--- config.mk ---
export PLATFORM = sky130hd
export DESIGN_NAME = alu_adder
export DESIGN_NICKNAME = d
export VERILOG_FILES = /design/src/rtl/alu_pkg.sv /design/src/rtl/alu_adder_core.sv /design/src/rtl/alu_adder.sv
export SDC_FILE = /design/constraint.sdc
export NUM_CORES = 1
export LEC_CHECK = 0
export BUFFER_PORTS_ARGS = -buffer_cell sky130_fd_sc_hd__buf_2
export CORE_ASPECT_RATIO = 0.9
export CORE_MARGIN = 2
export CORE_UTILIZATION = 40
export DETAILED_ROUTE_END_ITERATION = 7
export PLACE_DENSITY_LB_ADDON = 0.08
export SLEW_MARGIN = 20
export SYNTH_ARGS = -nofsm -noshare
export SYNTH_HDL_FRONTEND = slang
export SYNTH_SLANG_ARGS = --single-unit
--- constraint.sdc ---
create_clock -name clk -period 3.9 [get_ports clk]
set_input_delay 0.195 -clock clk [delete_from_list [all_inputs] [get_ports clk]]
set_output_delay 0.195 -clock clk [all_outputs]
set_load 0.02 [all_outputs]
--- src/rtl/alu_pkg.sv ---
// rtl/alu_pkg.sv - shared ALU op codes and default operand width
package alu_pkg;

  localparam int          ALU_OPERAND_LENGTH = 32;
  localparam logic [3:0]  ALU_OP_ADD         = 4'b0000;
  localparam logic [3:0]  ALU_OP_SUB         = 4'b1000;
  localparam int          ALU_OP_SUB_BIT     = 3;

endpackage

--- src/rtl/alu_adder_core.sv ---
// rtl/alu_adder_core.sv - combinational add/subtract with carry, overflow, zero, negative
module alu_adder_core
  import alu_pkg::*;
#(
  parameter int OPERAND_LENGTH = ALU_OPERAND_LENGTH
) (
  input  logic [OPERAND_LENGTH-1:0] opd1,
  input  logic [OPERAND_LENGTH-1:0] opd2,
  input  logic                      sub,
  output logic [OPERAND_LENGTH-1:0] sum,
  output logic                      carry_out,
  output logic                      overflow,
  output logic                      zero,
  output logic                      negative
);

  localparam int N = OPERAND_LENGTH;

  logic [N-1:0] w_opd2_x;
  logic [N:0]   w_sum_full;

  // Subtract reuses the adder: invert the subtrahend and feed sub in as carry-in.
  assign w_opd2_x   = opd2 ^ {N{sub}};
  assign w_sum_full = {1'b0, opd1} + {1'b0, w_opd2_x} + {{N{1'b0}}, sub};

  assign sum       = w_sum_full[N-1:0];
  assign carry_out = w_sum_full[N];
  assign overflow  = (opd1[N-1] == w_opd2_x[N-1]) && (w_sum_full[N-1] != opd1[N-1]);
  assign zero      = (w_sum_full[N-1:0] == '0);
  assign negative  = w_sum_full[N-1];

endmodule

--- src/rtl/alu_adder.sv ---
// rtl/alu_adder.sv - registered add/subtract unit, one cycle latency
module alu_adder
  import alu_pkg::*;
#(
  parameter int OPERAND_LENGTH = ALU_OPERAND_LENGTH
) (
  input  logic                      clk,
  input  logic                      rst_n,
  input  logic                      in_valid,
  input  logic [OPERAND_LENGTH-1:0] opd1,
  input  logic [OPERAND_LENGTH-1:0] opd2,
  input  logic [3:0]                alu_op_select,
  output logic                      out_valid,
  output logic [OPERAND_LENGTH-1:0] adder_result,
  output logic                      carry_out,
  output logic                      overflow,
  output logic                      zero,
  output logic                      negative
);

  logic                      w_sub;
  logic [OPERAND_LENGTH-1:0] w_sum;
  logic                      w_carry;
  logic                      w_overflow;
  logic                      w_zero;
  logic                      w_negative;

  logic                      r_valid;
  logic [OPERAND_LENGTH-1:0] r_result;
  logic                      r_carry;
  logic                      r_overflow;
  logic                      r_zero;
  logic                      r_negative;

  // Only the subtract bit matters; masking keeps the other op bits out of the decode.
  assign w_sub = ((alu_op_select & ALU_OP_SUB) != 4'b0000);

  alu_adder_core #(
    .OPERAND_LENGTH (OPERAND_LENGTH)
  ) u_core (
    .opd1      (opd1),
    .opd2      (opd2),
    .sub       (w_sub),
    .sum       (w_sum),
    .carry_out (w_carry),
    .overflow  (w_overflow),
    .zero      (w_zero),
    .negative  (w_negative)
  );

  // Result and flags hold across idle cycles; only out_valid tracks in_valid.
  always_ff @(posedge clk) begin
    if (!rst_n) begin
      r_valid    <= 1'b0;
      r_result   <= '0;
      r_carry    <= 1'b0;
      r_overflow <= 1'b0;
      r_zero     <= 1'b0;
      r_negative <= 1'b0;
    end else begin
      r_valid <= in_valid;
      if (in_valid) begin
        r_result   <= w_sum;
        r_carry    <= w_carry;
        r_overflow <= w_overflow;
        r_zero     <= w_zero;
        r_negative <= w_negative;
      end
    end
  end

  assign out_valid    = r_valid;
  assign adder_result = r_result;
  assign carry_out    = r_carry;
  assign overflow     = r_overflow;
  assign zero         = r_zero;
  assign negative     = r_negative;

endmodule

==> key figures <==
Run status
  • Run status: completed

Flow run
  • Max Cap Violations: 0

Final layout
  • Share of cells above drive strength 1: approximately 23%
  • Commonest non-fill, non-tap cell in the layout: buf_2
  • Final Instance Area: 4420 µm²
  • Most frequent cells in the layout: buf_2, a21oi_1, xor2_1
  • Nets@finish: 669
  • Final Util: about half
  • Area Growth Syn to Fin: 18.9%
  • Antenna fix cells: 0

CTS
  • Hold Buf Count CTS: 0
  • Cts bufs inserted: 5
  • H-tree depth: 2
  • Post-CTS sizing: 0
  • Setup bufs post-CTS: 0
  • CTS tree: built
  • Clk slew on worst S/H paths: around 0.07 ns
  • Worst-skew pair later-pin latency: 0.29 ns
  • Max Root-Sink Buffers: 2
  • Clk sinks: 36
  • Clock root buffer: clkbuf_8

Setup path
  • Crit path max fanout: 17
  • Required time worst endpoint: slightly above 4 ns
  • Crit Path Category: in -> reg
  • Startpoint class of the critical path: input port
  • FF-to-FF setup slack: roughly 3.1 ns
  • Crit path arrival time: 3.53 ns
  • Crit end category: flop

Power
  • Overall Power: between 1.5 and 2 mW
  • Power per cell area: 375 nW/µm²
  • Maximum vdd drop: approximately 0.28 mV
  • Leakage: 2.06 nW

Synthesis
  • Synth warn: 0
  • Main synth FF type: dfxtp_1
  • Asr flop ratio synth: 0%
  • Mapped cell area: roughly 3700 µm²
  • Sequential share of the synthesized area: 19.4%
  • Distinct cell type count after synthesis: 63
  • Mapped Nets: between 500 and 600
  • Post-synth EDFFs: 0
  • #FFs+latches synth: 36
  • Mean Syn Cell Area: 7.83 µm²
  • Cells after synthesis: 475

Route
  • First-pass DRT Iterations: 4
  • Post-DR vias/cell: 5.28
  • DRC Markers: 0
  • Final antenna-violating net count: 0
  • DR WL/cell: around 15 µm
  • Met2 routed WL: approximately 4200 µm
  • WL met1: around 5400 µm
  • Met3 routed WL: 572 µm
  • Via Count: between 3000 and 4000
  • Initial drt markers: about 160
  • Top sig layer: met4
  • Post-Route WL: 10200 µm

Global route
  • Largest net degree at the start of global routing: 39
  • Tot GR Track Use: 20.3%
  • Global-route wire length before repair: 16500 µm
  • Vias in the first global route: approximately 3400
  • Grt ovf: 0
  • Initial antenna violation count: 0

STA
  • Headroom to the max-slew limit: 50.4%
  • Final period util: 84.7%
  • Crit path time final: ~3.3 ns
  • Setup_tns: 0 ns
  • Final hold violation count: 0
  • Skew final: 0 ns
  • Fmax: 303 MHz
  • Tightest Pin Transition: 0.736 ns
  • RSZ-0062 raised after global routing: no
  • Final Slew Violations: 0
  • Setup violators final: 0

Place
  • Placed Area: approximately 4300 µm²
  • I/O Buffers: ~100
  • Post-DP HPWL: 8050 µm
  • RePlAce Congestion: 0.886

Floorplan
  • Core area: 9080 µm²
  • Initial Util: a little over 40%
  • Die area: 10100 µm²
  • IO Pins: 108
  • DIE WIDTH: about 110 µm
  • # rows: 33
  • Die Height: 95.5 µm

Min path
  • Worst min path class: in -> reg
[cell type report]
class                           count  area [µm²]
Clock inverter                      1        30.0
Inverter                           12        45.0
Clock buffer                        7        96.3
Fill cell                         977        4660
Timing Repair Buffer              106         536
Sequential cell                    36         721
Tap cell                          122         153
Multi-Input combinational cell    402        2840
[worst paths after layout]
| check | startpoint | depth (start not counted) | end |
|---|---|---|---|
| min | in_valid | 3 | adder_result[1] |
| max reg2reg | adder_result[27] | 2 | adder_result[27] |
| max | alu_op_select[3] | 14 | zero |
| min reg2reg | zero | 2 | zero |
[per-layer routing]
layer  global-route usage, %  vias to the layer above
li1                        -                     1891
met1                    30.0                     1636
met2                    30.8                       87
met3                    3.42                        9
met4                    4.28                        0
met5                       0                        -
[cell families after synthesis]
group	share of synthesized area [%]
buffers and inverters	4.24
multiplexers	5.75
AND/OR/NAND/NOR	22.8
XOR/XNOR	12.0
flip-flops	19.4
AO/OA/AOI/OAI	23.8
adder cells (fa/ha/maj)	12.0
[worst max-delay path: stages]
cell,delay [ns]
buf_2,0.38
buf_4,0.36
xor2_1,0.24
ha_1,0.33
nand2_1,0.10
o21ai_1,0.13
a221oi_2,0.31
o21ai_1,0.17
a211oi_1,0.39
nor3b_1,0.13
or3_1,0.39
a22oi_1,0.18
nand4b_1,0.11
o21ai_1,0.08
[synthesized netlist by cell type (9+ instances only)]
master    number  share of area, %
nand2_1       40               4.0
mux2i_1       20               5.4
ha_1          34                11
nor2_1        24               2.4
nor3_1        10               1.3
dfxtp_1       36                19
inv_1         12               1.2
or3_1          9               1.5
clkbuf_1      14               1.4
xnor2_1       10               2.4
nand3_1       15               2.0
a21oi_1       42               5.7
nor2b_1       28               4.7
o21ai_0       22               3.0
xor2_1        41               9.7
[stage by stage]
stage               std cells  hold WS (ns)  setup slack, ns
floorplan                 475         0.384            0.524
global placement          678         0.455            0.411
detailed placement        678         0.459            0.330
CTS                       686         0.205            0.616
global route              686         0.216            0.271
finish                    686         0.210            0.596
[power breakdown]
group	switching [mW]	total, mW	leakage (nW)	internal [mW]
clock network	0.135	0.360	0.0645	0.226
registers	0.0247	0.441	0.297	0.416
logic	0.522	0.857	1.70	0.335
[state kept, by name, summed over array words and instances, names as in the netlist]
register / cells
out_valid: 1
overflow: 1
adder_result: 32
zero: 1
carry_out: 1
(Power assumes the default switching activity.)
